`src/rtl/i2s_voice_scheduler.sv`:
```
// Per-frame voice poller/mixer feeding the I2S transmitter: polls enabled voices once
// per 1024-cycle frame, sums their samples, scales/saturates, and publishes at frame end.
module i2s_voice_scheduler #(
  parameter int VW      = 3,
  parameter int TIMEOUT = 15,
  parameter int SHIFT   = 2,
  localparam int NVOICE = 2**VW
) (
  input  logic              clk48m,
  input  logic              rst,
  input  logic [NVOICE-1:0] voice_en,
  output logic              req_valid,
  output logic [VW-1:0]     req_voice,
  input  logic              req_ack,
  input  logic [15:0]       req_data,
  output logic [15:0]       signal,
  output logic              frame_tick,
  output logic              busy,
  output logic              timeout_err,
  output logic [7:0]        miss_count
);
  localparam int ACCW = 16 + VW;
  localparam logic [VW-1:0] LAST  = '1;
  localparam logic [7:0]    WLAST = 8'(TIMEOUT - 1);
  localparam logic signed [ACCW-1:0] MAXV = ACCW'(32767);
  localparam logic signed [ACCW-1:0] MINV = ACCW'(-32768);

  typedef enum logic [1:0] {IDLE, SCAN, REQ, DONE} state_t;

  state_t                  state, state_n;
  logic [9:0]              fcnt;
  logic [NVOICE-1:0]       en_q;
  logic [VW-1:0]           idx;
  logic [7:0]              wcnt;
  logic signed [ACCW-1:0]  acc;
  logic [15:0]             pending;
  logic signed [ACCW-1:0]  shifted;
  logic [15:0]             sat16;
  logic start, issue, take, tmo, adv, fin;

  always_comb begin
    shifted = acc >>> SHIFT;
    if (shifted > MAXV)      sat16 = 16'h7FFF;
    else if (shifted < MINV) sat16 = 16'h8000;
    else                     sat16 = shifted[15:0];
  end

  always_ff @(posedge clk48m or posedge rst) begin
    if (rst) state <= IDLE;
    else     state <= state_n;
  end

  always_comb begin
    state_n = state;
    start = 1'b0; issue = 1'b0; take = 1'b0; tmo = 1'b0; adv = 1'b0; fin = 1'b0;
    case (state)
      IDLE: if (fcnt == 10'd0) begin
        start   = 1'b1;
        state_n = SCAN;
      end
      SCAN: begin
        if (en_q[idx]) begin
          issue   = 1'b1;
          state_n = REQ;
        end else if (idx == LAST) state_n = DONE;
        else adv = 1'b1;
      end
      REQ: begin
        // an ack on the final wait cycle wins over the timeout
        take = req_ack;
        tmo  = !req_ack && (wcnt == WLAST);
        if (take || tmo) begin
          if (idx == LAST) state_n = DONE;
          else begin
            adv     = 1'b1;
            state_n = SCAN;
          end
        end
      end
      DONE: begin
        fin     = 1'b1;
        state_n = IDLE;
      end
      default: state_n = IDLE;
    endcase
  end

  always_ff @(posedge clk48m or posedge rst) begin
    if (rst) begin
      fcnt        <= '0;
      en_q        <= '0;
      idx         <= '0;
      wcnt        <= '0;
      acc         <= '0;
      pending     <= '0;
      signal      <= '0;
      req_valid   <= 1'b0;
      req_voice   <= '0;
      frame_tick  <= 1'b0;
      busy        <= 1'b0;
      timeout_err <= 1'b0;
      miss_count  <= '0;
    end else begin
      fcnt        <= fcnt + 10'd1;
      frame_tick  <= (fcnt == 10'd1023);
      if (fcnt == 10'd1023) signal <= pending;
      timeout_err <= tmo;
      if (tmo && miss_count != 8'hFF) miss_count <= miss_count + 8'd1;
      if (start) begin
        en_q <= voice_en;
        acc  <= '0;
        idx  <= '0;
        busy <= 1'b1;
      end
      if (issue) begin
        req_valid <= 1'b1;
        req_voice <= idx;
        wcnt      <= '0;
      end
      if (state == REQ) wcnt <= wcnt + 8'd1;
      if (take || tmo) req_valid <= 1'b0;
      if (take) acc <= acc + {{VW{req_data[15]}}, req_data};
      if (adv) idx <= idx + 1'b1;
      if (fin) begin
        pending <= sat16;
        busy    <= 1'b0;
      end
    end
  end
endmodule

```
`config.mk`:
```
export PLATFORM = sky130hd
export DESIGN_NAME = i2s_voice_scheduler
export DESIGN_NICKNAME = d
export VERILOG_FILES = /design/src/rtl/i2s_voice_scheduler.sv
export SDC_FILE = /design/constraint.sdc
export NUM_CORES = 1
export LEC_CHECK = 0
export BUFFER_PORTS_ARGS = -buffer_cell sky130_fd_sc_hd__buf_4
export CAP_MARGIN = 20
export CORE_MARGIN = 1
export CORE_UTILIZATION = 30
export DETAILED_ROUTE_END_ITERATION = 10
export GPL_TIMING_DRIVEN = 0
export SYNTH_ARGS = -nofsm -noshare
export SYNTH_HDL_FRONTEND = slang
export SYNTH_SLANG_ARGS = --single-unit
```
`constraint.sdc`:
```
create_clock -name clk48m -period 4.05 [get_ports clk48m]
set_clock_uncertainty 0.1 [all_clocks]
set_input_delay 1.215 -clock clk48m [delete_from_list [all_inputs] [get_ports clk48m]]
set_output_delay 1.215 -clock clk48m [all_outputs]
set_load 0.02 [all_outputs]
```
==> reports/results.env <==
OUTCOME='completed'
CRITICAL_PATH.MOST_COMMON_CELL='a21oi_1'
START_KIND='input pin'
ROW_COUNT=47
SYNTHCELLS=463
WIRELENGTH_MM=11.0
CLOCK_TREE_FROM_TRITONCTS='built'
CP_SLOWEST_CELL='or3_2'
SETUP.WORST_PATH.CLASS='input pin to flip-flop'
CRITICAL_PATH.MAX_FANOUT=3
ARRIVAL_NS=3.49
CLK_PIN_SLEW_NS=0.07
CORE_REGION_AREA_UM2=16500
DIE_H_UM=132
POWER.STATIC_LEAKAGE_nW=2.86
NUM_ANTENNA_CELLS=0
GLOBAL_ROUTE.OVERFLOW_TOTAL=0
FINAL_CORE_UTILIZATION_PCT=36.9
NETS=589
DRT-WIRELENGTH-PER-CELL_UM=14.5
TIGHTEST_SLEW_MARGIN_RELATIVE_TO_THE_LIMIT_PCT=51.9
POST_CTS_HOLD_BUFFER_COUNT=0
TIMING.CRITICAL_PATH.SLOWEST_CELL_DELAY_NS=0.43
CTS_RESIZED=0
HOLD_VIOL=0
RSZ_0062_RAISED_AFTER_GLOBAL_ROUTING='false'
FINISH_STAGE_SETUP_VIOLS=0
SYNTH_AREA_PER_CELL_UM2=11.0
DP.FINAL_HPWL_MM=8.22
POWER.IR.VDD_WORST_mV=0.213
INSERTION_DELAY_NS=0.34
SYN_NETS=520
MET2_USAGE_PCT=22.0
DRT_PASS1_ITERATIONS=5
FINAL_CELL_MIX='97 x dfrtp_1, 57 x buf_4, 47 x nand2_1'
TOTAL_CLOCK_BUFFERS_CREATED_BY_CTS=9
CRITICAL_PATH.CELL_CHAIN='buf_4 > ha_1 > fa_1 > a21oi_1 > nor2_1 > o21ai_0 > a21oi_1 > or3_2 > a32o_1'
FINAL_MAX_SLEW_VIOL_COUNT=0
GRT_PASS1_WL_MM=18.8
POSTCTSSETUPBUFFERS=0
CLOCK_TREE.BUFFER_DEPTH=2
YOSYS_WARNINGS=0
PWR_DENSITY_CELL_nW_PER_UM2=629
DRIVE_ABOVE_1_SHARE_PCT=24.6
DESIGN.DIE.AREA_UM2=17400
DPL_CELL_AREA_UM2=5810
GRTUSAGEMET3_PCT=2.27
MAX_SLEW.WORST_PIN.SLEW_NS=0.719
CTS_ROOT_BUFFER='clkbuf_16'
CTS.SINKS=97
SYNTH_SEQ_CELLS=97
MAX_FREQ_MHz=298
LAYOUTNONFILLERINSTCOUNT=757
GLOBAL_ROUTING_MET1_RESOURCE_UTILIZATION_PCT=17.3
YOSYSSEQAREASHARE_PCT=47.8
HP_CLASS='flip-flop to flip-flop'
DRTANTENNAVIOLNETS=0
DPL.CELL_COUNT=741
GRT_MAX_DEGREE=71
NETLIST_AREA_UM2=5070
WORSTSETUPENDPOINTTYPE='flip-flop'
FINAL.FILL_COUNT=1610
LAYOUT_COMMONEST_CELL='dfrtp_1'
NUMBER_OF_MAX_CAP_VIOLATIONS=0
SYNTH_CELL_TYPES=54
SYNTH_TO_LAYOUT_AREA_GROWTH_PCT=20.2
IO_PINS=58
ROUTABILITYCONGESTION=0.888
FP.DIEW_UM=132
POST-ROUTE-PERIOD-UTIL_PCT=83.0
ANTENNA_FOUND_INITIAL=0
CP_DATA_REQUIRED_TIME_NS=4.18
POST_DRT_VIA_CELL_RATIO=4.87
NUM_VIAS=3688
ROUTE.DETAILED.DRC=0
LAYOUT_MIN_CYCLE_TIME_NS=3.36
INITIAL_CELL_DENSITY_OF_THE_CORE_PCT=30.7
TNS_NS=0
INITIALDRTVIOLATIONCOUNT=255
CLOCK_TREE.HTREE_LEVEL_COUNT=3
GR-USAGE-ALL-LAYERS_PCT=13.4
POSTLAYOUTCELLAREA_UM2=6100
TOTAL_POWER_mW=3.84
GRT_PASS1_VIAS=3836
R2R_SLACK_NS=1.28
INPUT_OUTPUT_BUFFERS=57
GLOBALROUTE.BUSIESTLAYER='met2'
through the flow:
step                      worst slack, ns  hold slack, ns
after floorplan                     0.201           0.357
after global placement             -0.921           0.377
after detailed placement            0.329           0.382
after CTS                           0.688           0.398
after global routing                0.579           0.418
final                               0.689           0.389
final timing paths:
kind / startpoint / end / cells past startpoint
max: req_data[0] / acc[14] / 9
min: req_valid / req_valid / 1
max reg2reg: acc[0] / acc[14] / 8
min reg2reg: req_valid / req_valid / 1
max in group asynchronous: rst / acc[15] / 3
min in group asynchronous: rst / en_q[3] / 2
synthesized netlist by cell type, drive strengths merged:
master	instances	area [um2]
or3	3	20.0
and3	9	56.3
nor2	17	63.8
o21ai	32	164
nor4	1	6.26
a21oi	20	115
a211oi	2	20.0
a41oi	2	17.5
a32o	1	10.0
o21bai	4	30.0
buf	3	21.3
a31oi	5	31.3
nor2b	3	18.8
xnor2	17	149
nor3	4	20.0
nand2b	2	12.5
a22oi	3	22.5
mux2i	2	20.0
nand3	20	100
nand2	47	176
a221o	1	10.0
a31o	1	8.76
and2	4	27.5
clkbuf	12	45.0
or4	1	7.51
o211ai	2	20.0
dfrtp	97	2430
fa	1	20.0
o21a	2	15.0
a21o	8	60.1
a311o	1	10.0
nand4b	2	17.5
xor2	13	114
mux4	2	45.0
and4	1	8.76
a22o	1	8.76
o22ai	4	25.0
o22a	2	17.5
clkinv	1	3.75
a21boi	1	7.51
ha	29	363
maj3	15	150
nand4	5	31.3
inv	16	60.1
mux2	44	495
routing by layer:
layer | up-vias | wire length [um]
met4 | 0 | 261
met1 | 1813 | 5020
met2 | 72 | 5360
met5 | - | 0
met3 | 18 | 362
li1 | 1785 | -
critical path: cells and delay by family:
| kind | cells | cell delay (ns) |
|---|---|---|
| AOI/OAI and AO/OA | 4 | 1.00 |
| adders and majority gates | 2 | 0.64 |
| buffers and inverters | 1 | 0.11 |
| and+or+nand+nor | 2 | 0.53 |
kinds of logic after synthesis:
kind of cell,Yosys count,share of synthesized area [%]
and+or+nand+nor,119,11.2
DFF,97,47.8
AOI/OAI and AO/OA,92,11.7
muxes,48,11.0
adders and majority gates,45,10.5
buffers and inverters,32,2.56
xor gates and xnor gates,30,5.18
where the power goes:
group	internal (mW)	switching, mW	total, mW
logic	0.747	0.839	1.59
clock network	0.477	0.369	0.847
registers	1.21	0.197	1.41
total	2.43	1.40	3.84
final cells by class:
class,instances,area (um2),share of cell area [%]
flip-flops and latches,97,2430,39.8
clock inverters,7,68.8,1.13
multi-input cells,334,2520,41.2
plain buffers,15,66.3,1.09
well taps,220,275,4.51
repair buffers,58,455,7.47
clock buffers,9,225,3.69
inverters,17,66.3,1.09
sequential cells by signal, indices dropped and copies added, names as in the netlist:
signal / count
fcnt: 10
req_valid: 1
timeout_err: 1
state: 2
req_voice: 3
frame_tick: 1
idx: 3
en_q: 8
miss_count: 8
pending: 16
acc: 19
busy: 1
signal: 16
wcnt: 8
(Power assumes the default switching activity.)
